$ cat src/rtl/hazard_stall_ctrl_if.sv
// hazard_stall_ctrl_if
// Bundles the signals exchanged between the datapath and the hazard/stall
// controller.
//   master : the datapath side. It drives the ID/EX observations and
//            receives the enables, flushes and MULT/DIV status.
//   slave  : the controller side (hazard_stall_ctrl).
// Signals:
//   rsD, rtD, branchD, pcsrcD, mdD, mfhiloD        ID-stage observations
//   writeregE, regwriteE, memtoregE                EX-stage observations
//   md_startE, md_divE                             MULT/DIV launch in EX
//   mem_wait                                       data-memory wait state
//   enableF, enableD, enableE, flushD, flushE      pipeline control
//   md_busy, md_done                               MULT/DIV status
interface hazard_stall_ctrl_if;
  logic [4:0] rsD;
  logic [4:0] rtD;
  logic       branchD;
  logic       pcsrcD;
  logic       mdD;
  logic       mfhiloD;
  logic [4:0] writeregE;
  logic       regwriteE;
  logic       memtoregE;
  logic       md_startE;
  logic       md_divE;
  logic       mem_wait;
  logic       enableF;
  logic       enableD;
  logic       enableE;
  logic       flushD;
  logic       flushE;
  logic       md_busy;
  logic       md_done;

  modport master (
    output rsD, rtD, branchD, pcsrcD, mdD, mfhiloD,
    output writeregE, regwriteE, memtoregE, md_startE, md_divE, mem_wait,
    input  enableF, enableD, enableE, flushD, flushE, md_busy, md_done
  );

  modport slave (
    input  rsD, rtD, branchD, pcsrcD, mdD, mfhiloD,
    input  writeregE, regwriteE, memtoregE, md_startE, md_divE, mem_wait,
    output enableF, enableD, enableE, flushD, flushE, md_busy, md_done
  );
endinterface

$ cat src/rtl/hazard_stall_ctrl.sv
// hazard_stall_ctrl
// Hazard and stall controller for the 5-stage MIPS pipeline. It detects
// load-use and branch-operand hazards, tracks the multi-cycle MULT/DIV unit
// and freezes the whole pipeline during data-memory wait states. It is the
// only driver of the IF/ID and ID/EX enable/flush controls.
// Ports:
//   clk  : clock, rising edge
//   rst  : synchronous, active-high reset
//   bus  : hazard_stall_ctrl_if.slave (ID/EX observations in, pipeline
//          controls and MULT/DIV status out)
// Parameters:
//   MULT_CYCLES : MULT/MULTU latency, 1..63
//   DIV_CYCLES  : DIV/DIVU latency, 1..63
//
// MULT/DIV state table
//   state | meaning
//   IDLE  | unit free; a start in EX (without mem_wait) launches an operation
//   BUSY  | unit computing; cnt counts down, cnt==0 is the final busy cycle
module hazard_stall_ctrl #(
  parameter int MULT_CYCLES = 5,
  parameter int DIV_CYCLES  = 32
) (
  input logic              clk,
  input logic              rst,
  hazard_stall_ctrl_if.slave bus
);

  typedef enum logic {
    IDLE = 1'b0,
    BUSY = 1'b1
  } md_state_t;

  localparam logic [5:0] MULT_LOAD = 6'(MULT_CYCLES - 1);
  localparam logic [5:0] DIV_LOAD  = 6'(DIV_CYCLES - 1);

  md_state_t  state_q;
  md_state_t  state_d;
  logic [5:0] cnt_q;
  logic [5:0] cnt_d;

  logic busy;
  logic reg_match;
  logic lu_haz;
  logic br_haz;
  logic md_haz;
  logic stall;

  always_ff @(posedge clk) begin
    if (rst) begin
      state_q <= IDLE;
      cnt_q   <= 6'd0;
    end else begin
      state_q <= state_d;
      cnt_q   <= cnt_d;
    end
  end

  // A start seen while BUSY is a protocol violation and is dropped; a start
  // during mem_wait is dropped because EX re-presents it once memory is ready.
  // The countdown itself ignores mem_wait so the unit's latency is fixed.
  always_comb begin
    state_d = state_q;
    cnt_d   = cnt_q;
    unique case (state_q)
      IDLE: begin
        if (bus.md_startE && !bus.mem_wait) begin
          state_d = BUSY;
          cnt_d   = bus.md_divE ? DIV_LOAD : MULT_LOAD;
        end
      end
      BUSY: begin
        if (cnt_q != 6'd0) begin
          cnt_d = cnt_q - 6'd1;
        end else begin
          state_d = IDLE;
        end
      end
      default: begin
        state_d = IDLE;
        cnt_d   = 6'd0;
      end
    endcase
  end

  assign busy        = (state_q == BUSY);
  assign bus.md_busy = busy;
  assign bus.md_done = busy && (cnt_q == 6'd0);

  // Register 0 is hardwired, so a write to it never creates a dependency.
  assign reg_match = (bus.writeregE != 5'd0) &&
                     ((bus.writeregE == bus.rsD) || (bus.writeregE == bus.rtD));

  assign lu_haz = bus.memtoregE && bus.regwriteE && reg_match;
  assign br_haz = bus.branchD && bus.regwriteE && reg_match;
  assign md_haz = (busy || bus.md_startE) && (bus.mfhiloD || bus.mdD);
  assign stall  = lu_haz || br_haz || md_haz;

  // Stall beats a taken-branch flush: the branch stays in ID and is
  // re-resolved next cycle with forwarded operands.
  always_comb begin
    bus.enableF = 1'b1;
    bus.enableD = 1'b1;
    bus.enableE = 1'b1;
    bus.flushD  = 1'b0;
    bus.flushE  = 1'b0;
    if (rst) begin
      bus.enableF = 1'b1;
      bus.enableD = 1'b1;
      bus.enableE = 1'b1;
    end else if (bus.mem_wait) begin
      bus.enableF = 1'b0;
      bus.enableD = 1'b0;
      bus.enableE = 1'b0;
    end else begin
      bus.enableF = !stall;
      bus.enableD = !stall;
      bus.flushE  = stall;
      bus.flushD  = bus.pcsrcD && !stall;
    end
  end

endmodule

$ cat src/flat_wrapper.sv
// flat-port wrapper written by rule: the top's interface ports become plain ports
module hazard_stall_ctrl_flat 
#(
  parameter int MULT_CYCLES = 5,
  parameter int DIV_CYCLES  = 32
)
  (clk, rst, bus_rsD, bus_rtD, bus_branchD, bus_pcsrcD, bus_mdD, bus_mfhiloD, bus_writeregE, bus_regwriteE, bus_memtoregE, bus_md_startE, bus_md_divE, bus_mem_wait, bus_enableF, bus_enableD, bus_enableE, bus_flushD, bus_flushE, bus_md_busy, bus_md_done);
  hazard_stall_ctrl_if bus_i ();
  input logic clk;
  input logic rst;
  input wire logic [$bits(bus_i.rsD)-1:0] bus_rsD;
  input wire logic [$bits(bus_i.rtD)-1:0] bus_rtD;
  input wire logic [$bits(bus_i.branchD)-1:0] bus_branchD;
  input wire logic [$bits(bus_i.pcsrcD)-1:0] bus_pcsrcD;
  input wire logic [$bits(bus_i.mdD)-1:0] bus_mdD;
  input wire logic [$bits(bus_i.mfhiloD)-1:0] bus_mfhiloD;
  input wire logic [$bits(bus_i.writeregE)-1:0] bus_writeregE;
  input wire logic [$bits(bus_i.regwriteE)-1:0] bus_regwriteE;
  input wire logic [$bits(bus_i.memtoregE)-1:0] bus_memtoregE;
  input wire logic [$bits(bus_i.md_startE)-1:0] bus_md_startE;
  input wire logic [$bits(bus_i.md_divE)-1:0] bus_md_divE;
  input wire logic [$bits(bus_i.mem_wait)-1:0] bus_mem_wait;
  output wire logic [$bits(bus_i.enableF)-1:0] bus_enableF;
  output wire logic [$bits(bus_i.enableD)-1:0] bus_enableD;
  output wire logic [$bits(bus_i.enableE)-1:0] bus_enableE;
  output wire logic [$bits(bus_i.flushD)-1:0] bus_flushD;
  output wire logic [$bits(bus_i.flushE)-1:0] bus_flushE;
  output wire logic [$bits(bus_i.md_busy)-1:0] bus_md_busy;
  output wire logic [$bits(bus_i.md_done)-1:0] bus_md_done;
  assign bus_i.rsD = bus_rsD;
  assign bus_i.rtD = bus_rtD;
  assign bus_i.branchD = bus_branchD;
  assign bus_i.pcsrcD = bus_pcsrcD;
  assign bus_i.mdD = bus_mdD;
  assign bus_i.mfhiloD = bus_mfhiloD;
  assign bus_i.writeregE = bus_writeregE;
  assign bus_i.regwriteE = bus_regwriteE;
  assign bus_i.memtoregE = bus_memtoregE;
  assign bus_i.md_startE = bus_md_startE;
  assign bus_i.md_divE = bus_md_divE;
  assign bus_i.mem_wait = bus_mem_wait;
  assign bus_enableF = bus_i.enableF;
  assign bus_enableD = bus_i.enableD;
  assign bus_enableE = bus_i.enableE;
  assign bus_flushD = bus_i.flushD;
  assign bus_flushE = bus_i.flushE;
  assign bus_md_busy = bus_i.md_busy;
  assign bus_md_done = bus_i.md_done;
  hazard_stall_ctrl #(.MULT_CYCLES(MULT_CYCLES), .DIV_CYCLES(DIV_CYCLES)) u_core (.clk(clk), .rst(rst), .bus(bus_i));
endmodule
$ cat config.mk
export PLATFORM = sky130hd
export DESIGN_NAME = hazard_stall_ctrl_flat
export DESIGN_NICKNAME = d
export VERILOG_FILES = /design/src/rtl/hazard_stall_ctrl_if.sv /design/src/rtl/hazard_stall_ctrl.sv /design/src/flat_wrapper.sv
export SDC_FILE = /design/constraint.sdc
export NUM_CORES = 1
export LEC_CHECK = 0
export CAP_MARGIN = 20
export CELL_PAD_IN_SITES_DETAIL_PLACEMENT = 0
export CELL_PAD_IN_SITES_GLOBAL_PLACEMENT = 2
export CORE_MARGIN = 10
export CORE_UTILIZATION = 22
export CTS_BUF_LIST = sky130_fd_sc_hd__clkbuf_8
export CTS_CLUSTER_SIZE = 30
export DETAILED_ROUTE_END_ITERATION = 8
export HOLD_SLACK_MARGIN = 0.08
export MAX_ROUTING_LAYER = met4
export PLACE_DENSITY = 0.93
export SYNTH_ARGS = -nofsm -noshare
export SYNTH_HDL_FRONTEND = slang
export SYNTH_SLANG_ARGS = --single-unit
$ cat constraint.sdc
create_clock -name clk -period 3.4 [get_ports clk]
set_input_delay 0.34 -clock clk [delete_from_list [all_inputs] [get_ports clk]]
set_output_delay 0.34 -clock clk [all_outputs]
set_load 0.005 [all_outputs]
==> impl_metrics.csv, run 1 <==
group,metric,value,unit
clocking,numCtsBuffers,3,
worst_setup_path,cp.required,3.06,ns
place,place_area,945,sq um
timing,fin_hold_ws,0.513,ns
worst_setup_path,path_delay_family,"buffers and inverters",
clocking,cts.repair.resized,0,
synthesis,synth_area,616,sq um
floorplanning,core,0.00271,sq mm
timing,fin_crit,2.50,ns
routing,wire_per_inst,12.9,um
synthesis,syn_nets,105,
timing,finalClockSkew,0.00288,ns
timing,relSlewSlack,0.695,
floorplanning,ios,33,
clocking,ctsHoldBuffers,0,
worst_setup_path,cp.arrival,2.16,ns
synthesis,async_reset_ff_frac,0,
cells_and_area,nNetsFinal,138,
worst_setup_path,cp_common_cell,"clkdlybuf4s50_1",
synthesis,syn_inst,78,
worst_setup_path,worst_path_max_delay_cell,"clkdlybuf4s50_1",
cells_and_area,stdcell_count,141,
power_and_ir_drop,leakagePower,0.000354,uW
power_and_ir_drop,power.density,348,mW/mm^2
timing,slew_violations,0,
clocking,cts_setup_buffers,0,
outcome,status,"finished clean",
place,gp_congestion,0.683,
clocking,cts.clk_slew.worst_paths,0.04,ns
place,io_buffers,32,
routing,num_vias,672,
timing,tns,0,ns
timing,worst_pin_slew,0.457,ns
global_routing,grt_use_total,0.0748,
clocking,cts_tree,"built",
timing,hold_violations,0,
place,placedCellCount,137,
routing,ant_nets,0,
synthesis,syn_area_per_cell,7.89,sq um
routing,drc_errors,0,
global_routing,grt_max_degree,14,
worst_setup_path,start_kind,"primary input",
flow_run,maxCapViolations,0,
routing,drt_iter0_drc,55,
global_routing,grt_pass1_wl,3170,um
timing,fin_crit_sh,0.736,
worst_setup_path,slowest_delay,0.67,ns
floorplanning,start_util,0.227,
synthesis,ys.flop_type,"dfxtp_1",
floorplanning,die-area,0.00531,sq mm
place,hpwl,1560,um
worst_setup_path,crit_fanout,8,
synthesis,synth-simple-area-share,0.256,
cells_and_area,stdcell_area,990,sq um
synthesis,synthAdderAreaFrac,0.0203,
routing,wirelength,1810,um
synthesis,yosysWarnings,0,
global_routing,grt_overflow,0,
synthesis,ys_seq_area_frac,0.228,
timing,setup_violations,0,
clocking,h-tree-depth,1,
worst_setup_path,crit_chain,"clkdlybuf4s50_1, inv_1, nand2_1, o21ai_0, a31oi_1, clkdlybuf4s50_1",
power_and_ir_drop,ir_worst_vdd,0.243,mV
synthesis,synth_area_leaders,"dfxtp_1 (23%), xnor2_1 (14%), nor2_1 (4.3%)",
worst_setup_path,path_class,"primary input to output port",
timing,rsz0062_at_grt,"false",
cells_and_area,drive_gt1_frac,0.0909,
worst_setup_path,endpoint_kind,"output port",
routing,vias_per_cell,4.77,
cells_and_area,area_delta_synth_final,60.8,%
global_routing,grt_antenna_before_repair,0,
clocking,clock_latency,0.23,ns
synthesis,synth_top_area_share,0.228,
global_routing,grt_pass1_vias,724,
synthesis,synth-xor-area-share,0.142,
clocking,cts.sinks,7,
routing,dr.pass1.iters,3,
cells_and_area,diodes,0,
clocking,root_buffer,"clkbuf_8",
synthesis,synthDistinctLibCells,33,
synthesis,synth_top_cell_by_area,"dfxtp_1",
synthesis,synth_compound_area_frac,0.280,
synthesis,synth.area.mux_share,0,
floorplanning,fp.dieW,72.9,um
floorplanning,rows,19,
synthesis,synth-edff-count,0,
synthesis,synth_top_family_by_area,"compound AO/OA/AOI/OAI gates",
clocking,clockBufferDepth,2,
timing,max_freq,0.399,GHz
worst_setup_path,path_buf_inv,3,
synthesis,ys_seq_elements,7,
worst_hold_path,hold_path_class,"flip-flop to flip-flop",
floorplanning,die_h,72.9,um
[final cells by class]
cell class | instances | area (sq um)
fill | 292 | 1720
multi-input combinational | 63 | 430
inverter | 4 | 15.0
sequential | 7 | 140
clock inverter | 1 | 3.75
timing repair buffer | 32 | 320
tap | 31 | 38.8
clock buffer | 3 | 41.3
[worst reg2reg max path, stage by stage, from the launching register on]
cell and delay (ns):
dfxtp_1 0.33, inv_1 0.07, ha_1 0.19, or4b_4 0.50, o22ai_4 0.36, nor3_1 0.08
o31a_1 0.27
[cell usage after synthesis (2+ instances only)]
cell type	instances
nor2_1	7
a21o_1	2
xnor2_1	10
a21oi_1	4
nand3_1	3
nor2b_1	2
nand2b_1	2
o21ai_0	2
dfxtp_1	7
o21a_1	2
buf_4	2
o22ai_1	2
inv_1	4
o21ai_1	3
nor3_1	4
nand2_1	5
[per-stage QoR]
step,power [uW],util,setup slack (ns)
floorplan,178,-,1.63
global placement,229,0.349,0.863
detailed placement,231,0.349,0.836
CTS,348,0.365,0.820
global route,372,0.365,0.751
finish,345,0.365,0.897
[cell usage in the layout, fill, tap and decap left out, drive strengths merged, types with 4 or more instances in the layout]
master	count
clkdlybuf4s50	32
xnor2	10
nor2	7
dfxtp	7
inv	5
nand2	5
o21ai	5
nor3	4
a21oi	4
[where the power goes]
part	switching [uW]	leakage (uW)	internal [uW]
Combinational	51.9	0.000270	74.3
Sequential	11.4	0.0000576	91.5
Clock	37.4	0.0000269	78.1
Total	101	0.000354	244
[final timing paths]
path / from / to / slack (ns) / cells after the start
worst max-delay path: rst / bus_enableF / 0.90 / 6
worst min-delay path: u_core.cnt_q[4] / u_core.cnt_q[4] / 0.51 / 2
worst min register to register: u_core.cnt_q[4] / u_core.cnt_q[4] / 0.51 / 2
worst max register to register: u_core.cnt_q[0] / u_core.cnt_q[2] / 1.49 / 6
[layer usage]
metal  global-route usage  share of wire  up-vias
li1                     -              -      339
met5                    -              0        -
met3               0.0245          0.067        2
met4               0.0253         0.0094        0
met2                0.111           0.44       29
met1               0.0927           0.48      302
[flip-flops by register name, summed over array words and instances, names as in the netlist]
name	cells
u_core.bus.md_busy	1
u_core.cnt_q	6
[cells by family (layout without fill, tap and decap cells)]
kind of cell	after synthesis	in the layout
XOR/XNOR	10	10
AO/OA/AOI/OAI	23	23
buffers and inverters	8	40
AND/OR/NAND/NOR	29	29
adder cells (fa/ha/maj)	1	1
flip-flops	7	7
Power figures use the tool's default switching activity.
==> run 2: changes to the inputs <==
Settings changed: CORE_UTILIZATION 22 to 19, PLACE_DENSITY 0.93 to 0.86.
Clock period 3.4 ns to 2.1 ns, I/O delays scaled along.
==> run 2 against run 1 <==
Compared with the run above: first-iteration DRC count is 45% lower; critical endpoint is now bus_flushE; worst hold slack got worse by 0.20 ns; critical path type unchanged; sequential share of layout area fell by 1.0 points; largest power group unchanged.
==> impl_metrics.csv, run 2 (synthesized netlist as in run 1, its figures left out) <==
group,metric,value,unit
outcome,status,"finished clean",
cells_and_area,diodes,0,
power_and_ir_drop,power.density,533,mW/mm^2
cells_and_area,mostFrequentLayoutCell,"clkdlybuf4s50_1",
global_routing,grt_pass1_vias,684,
global_routing,grt_overflow,0,
global_routing,grt_use_total,0.0602,
clocking,h-tree-depth,1,
worst_setup_path,start_kind,"primary input",
power_and_ir_drop,power_frac_clock,0.337,
cells_and_area,final_cell_mix,"clkdlybuf4s50_1 (25), xnor2_1 (10), nor2_1 (7), dfxtp_1 (7), dlymetal6s2s_1 (6)",
worst_setup_path,cp.required,1.89,ns
power_and_ir_drop,ir_worst_vdd,0.193,mV
floorplanning,rows,20,
place,gp_congestion,0.759,
timing,relSlewSlack,0.746,
clocking,clockBufferDepth,2,
timing,fin_crit,1.96,ns
clocking,root_buffer,"clkbuf_8",
routing,drc_errors,0,
routing,vias_per_cell,4.35,
timing,finalClockSkew,0.00635,ns
worst_setup_path,crit_fanout,3,
routing,ant_nets,0,
clocking,cts.clk_slew.worst_paths,0.05,ns
timing,setup_violations,0,
clocking,clock_latency,0.23,ns
worst_setup_path,worstReg2RegStart,"u_core.cnt_q[0]",
place,hpwl,1600,um
floorplanning,ios,33,
worst_setup_path,reg2reg_depth,6,
worst_hold_path,hold_depth,2,
power_and_ir_drop,leakagePower,0.000433,uW
clocking,cts_tree,"built",
place,place_area,991,sq um
routing,num_vias,687,
global_routing,grt_antenna_before_repair,0,
clocking,numCtsBuffers,3,
clocking,ctsHoldBuffers,0,
power_and_ir_drop,power_frac_seq,0.283,
cells_and_area,multi_input_comb_area,444,sq um
power_and_ir_drop,switching_share,0.293,
timing,fin_crit_sh,0.933,
clocking,cts.sinks,7,
timing,hold_violations,0,
cells_and_area,area_delta_synth_final,73.0,%
routing,dr.pass1.iters,4,
power_and_ir_drop,p_switching,166,uW
worst_hold_path,hold_path_class,"primary input to flip-flop",
worst_hold_path,hold_start,"rst",
floorplanning,die-area,0.00592,sq mm
power_and_ir_drop,internal_power,402,uW
global_routing,grt_pass1_wl,2930,um
cells_and_area,num-fill-cells,327,
cells_and_area,regMostFlops,"u_core.cnt_q",
worst_setup_path,endpoint_kind,"output port",
timing,worst_pin_slew,0.382,ns
floorplanning,fp.dieW,76.9,um
timing,rsz0062_at_grt,"false",
routing,drt_iter0_drc,30,
routing,wire_per_inst,11.6,um
timing,max_freq,0.511,GHz
worst_setup_path,cp.arrival,1.75,ns
worst_hold_path,holdPathEnd,"u_core.bus.md_busy",
cells_and_area,largest_reg_flops,6,
power_and_ir_drop,pwr-share-comb,0.381,
floorplanning,start_util,0.200,
worst_setup_path,crit-reg2reg-capture,"u_core.cnt_q[2]",
routing,wirelength,1830,um
cells_and_area,ff_latch_area,140,sq um
power_and_ir_drop,p_total,568,uW
floorplanning,core,0.00308,sq mm
timing,fin_hold_ws,0.311,ns
worst_setup_path,path_class,"primary input to output port",
cells_and_area,final_util,0.346,
cells_and_area,nNetsFinal,142,
floorplanning,die_h,76.9,um
global_routing,grt_max_degree,14,
worst_setup_path,crit_start,"bus_rsD[3]",
clocking,cts_setup_buffers,0,
flow_run,maxCapViolations,0,
worst_setup_path,reg2reg_slack,0.20,ns
timing,slew_violations,0,
place,io_buffers,32,
cells_and_area,stdcell_area,0.00106,sq mm
cells_and_area,drive_gt1_frac,0.158,
==> run 2: area by class of cell <==
type,instances,share of cell area
multi-input combinational,63,0.417
timing repair buffer,36,0.342
sequential,7,0.132
tap,44,0.0517
clock buffer,3,0.0388
inverter,4,0.0141
clock inverter,1,0.00470
==> run 2: how the worst max path moves through the flow <==
stage | end | slack [ns] | depth (start not counted)
2_1_floorplan | u_core.cnt_q[2] | 0.33 | 7
3_3_place_gp | bus_flushE | -0.02 | 6
3_5_place_dp | bus_flushE | -0.03 | 6
4_1_cts | bus_flushE | 0.01 | 6
5_1_grt | bus_flushE | 0.02 | 6
6_report | bus_flushE | 0.14 | 6
==> run 2: layer usage <==
metal  up-vias  global-route usage  routed length (um)
met5         -                   -                   0
met4         0              0.0390                  44
met3         4              0.0175                 105
met2        27               0.105                 893
met1       305              0.0573                 791
li1        351                   -                   -
==> run 2: repair_timing <==
action,4_1_cts,5_1_grt
gates resized for setup,3,7
pin swaps,0,2
endpoints found under the hold margin,0,0
endpoints found under the setup margin,2,4
==> run 2: worst max-delay path: stages <==
cell and delay, ns:
clkdlybuf4s50_1 0.48, xnor2_1 0.11, nand2_1 0.09, o22ai_2 0.20, a31o_2 0.17, clkdlybuf4s50_1 0.49
==> run 2: through the flow <==
step,std cells,TNS [ns],setup slack [ns]
6_report,158,0,0.142
5_1_grt,158,0,0.0208
4_1_cts,158,0,0.0122
3_5_place_dp,154,-0.0260,-0.0260
3_3_place_gp,154,-0.0160,-0.0160
2_1_floorplan,78,0,0.326
==> run 2: power groups by stage <==
| stage | logic [uW] | registers (uW) | clock network [uW] |
|---|---|---|---|
| floorplan | 129 | 160 | 0 |
| global placement | 213 | 162 | 0 |
| detailed placement | 218 | 163 | 0 |
| CTS | 221 | 161 | 198 |
| global route | 240 | 163 | 206 |
| finish | 216 | 161 | 191 |
==> run 3: changes to the inputs <==
Settings changed: CORE_UTILIZATION 19 to 21, PLACE_DENSITY 0.86 to 0.9.
Clock period 2.1 ns to 1.85 ns, I/O delays scaled along.
==> run 3 against run 2 <==
Compared with the run above: sequential power is 11% higher; first-iteration DRC count down 40%; critical endpoint is now u_core.cnt_q[1]; via count increased by 5.8%; non-clock buffer count up 9; flip-flop and latch count is the same; highest routed layer unchanged; register-to-register slack got worse by 0.13 ns; core utilization increased by 4.5 points; clock skew about the same; worst hold slack better by 0.19 ns.
==> impl_metrics.csv, run 3 (synthesized netlist as in run 1, its figures left out) <==
group,metric,value,unit
outcome,status,"finished clean",
floorplanning,fp.dieW,74.1,um
cells_and_area,regMostFlops,"u_core.cnt_q",
routing,dr.pass1.iters,4,
floorplanning,die_h,74.1,um
floorplanning,rows,19,
power_and_ir_drop,leakagePower,0.000437,uW
global_routing,grt_overflow,0,
clocking,ctsHoldBuffers,0,
power_and_ir_drop,power_frac_seq,0.266,
timing,hold_violations,0,
routing,wirelength,1950,um
routing,vias_per_cell,4.72,
place,io_buffers,32,
global_routing,grt_pass1_vias,783,
cells_and_area,final_util,0.390,
floorplanning,die-area,0.00550,sq mm
routing,ant_nets,0,
power_and_ir_drop,p_switching,198,uW
timing,finalClockSkew,0.00588,ns
worst_hold_path,hold_depth,2,
power_and_ir_drop,switching_share,0.295,
floorplanning,start_util,0.221,
timing,tns,0,ns
power_and_ir_drop,internal_power,473,uW
routing,drt_iter0_drc,18,
power_and_ir_drop,power_frac_clock,0.325,
place,hpwl,1670,um
global_routing,grt_antenna_before_repair,0,
routing,num_vias,727,
clocking,cts.clk_slew.worst_paths,0.04,ns
cells_and_area,nNetsFinal,151,
timing,max_freq,0.562,GHz
worst_hold_path,hold_path_class,"flip-flop to flip-flop",
cells_and_area,stdcell_area,0.00109,sq mm
cells_and_area,diodes,0,
global_routing,grt_pass1_wl,3100,um
cells_and_area,num-fill-cells,295,
clocking,cts.sinks,7,
place,gp_congestion,0.825,
power_and_ir_drop,pwr-share-comb,0.409,
timing,worst_pin_slew,0.346,ns
place,place_area,0.00102,sq mm
clocking,clockBufferDepth,2,
worst_setup_path,cp.arrival,1.91,ns
cells_and_area,final_cell_mix,"clkdlybuf4s50_1 (22), buf_4 (12), xnor2_1 (10)",
timing,slew_violations,0,
floorplanning,core,0.00278,sq mm
global_routing,grt_use_total,0.0725,
cells_and_area,area_delta_synth_final,76.4,%
flow_run,maxCapViolations,0,
timing,relSlewSlack,0.768,
power_and_ir_drop,power.density,618,mW/mm^2
power_and_ir_drop,ir_worst_vdd,0.406,mV
worst_setup_path,endpoint_kind,"flip-flop",
timing,rsz0062_at_grt,"true",
routing,wire_per_inst,12.6,um
worst_setup_path,reg2reg_depth,7,
global_routing,grt_max_degree,12,
cells_and_area,drive_gt1_frac,0.244,
worst_setup_path,cp.required,1.98,ns
routing,drc_errors,0,
clocking,numCtsBuffers,3,
place,pre_cts_slack,-0.246,ns
cells_and_area,mostFrequentLayoutCell,"clkdlybuf4s50_1",
floorplanning,ios,33,
timing,layout_setup_ws,0.0694,ns
timing,fin_crit_sh,0.962,
worst_setup_path,path_class,"flip-flop to flip-flop",
worst_setup_path,crit_fanout,8,
worst_setup_path,start_kind,"flip-flop",
timing,fin_crit,1.78,ns
clocking,h-tree-depth,1,
clocking,root_buffer,"clkbuf_8",
clocking,clock_latency,0.23,ns
clocking,cts_tree,"built",
cells_and_area,largest_reg_flops,6,
timing,setup_violations,0,
-- run 3: worst max-delay path: stages, from the launching register on --
cell and delay (ns):
dfxtp_1 0.32, inv_1 0.05, ha_1 0.16, or4b_4 0.49, o22ai_4 0.28, buf_4 0.17
a211oi_1 0.05, o21a_1 0.17
-- run 3: repair_timing --
item,in CTS,in global routing
setup buffers,2,1
pin swaps,2,2
endpoints found under the setup margin,5,6
resized for setup,13,7
cloned,0,0
-- run 3: power by group through the flow --
stage | logic [uW] | registers, uW | clock network [uW]
2_1_floorplan | 146 | 182 | 0
3_3_place_gp | 269 | 181 | 0
5_1_grt | 302 | 180 | 239
4_1_cts | 272 | 179 | 225
6_report | 274 | 179 | 218
3_5_place_dp | 272 | 181 | 0
-- run 3: cell type report --
| type | instances | area (sq um) | share of cell area |
|---|---|---|---|
| multi-input combinational | 63 | 448 | 0.412 |
| timing repair buffer | 45 | 398 | 0.366 |
| clock buffer | 3 | 41.3 | 0.0380 |
| inverter | 4 | 15.0 | 0.0138 |
| clock inverter | 1 | 5.00 | 0.00461 |
| tap | 31 | 38.8 | 0.0357 |
| sequential | 7 | 140 | 0.129 |
-- run 3: stage by stage --
stage	hold WS [ns]	cells	total power, uW
3_5_place_dp	0.497	147	453
4_1_cts	0.504	153	676
3_3_place_gp	0.493	147	450
5_1_grt	0.535	154	721
2_1_floorplan	0.419	78	328
6_report	0.502	154	671
-- run 3: path summary, 6_finish.rpt --
kind                    from              end  slack [ns]
max          u_core.cnt_q[1]  u_core.cnt_q[1]        0.07
min reg2reg  u_core.cnt_q[4]  u_core.cnt_q[4]        0.50
max reg2reg  u_core.cnt_q[1]  u_core.cnt_q[1]        0.07
min          u_core.cnt_q[4]  u_core.cnt_q[4]        0.50
-- run 3: per-layer routing --
layer  vias to the layer above  wire (um)  track usage  share of wire
li1                        366          -            -              -
met1                       326        850       0.0741           0.44
met2                        31        907        0.118           0.47
met3                         4        172       0.0399          0.088
met4                         0         18       0.0186         0.0092
met5                         -          0            -              0
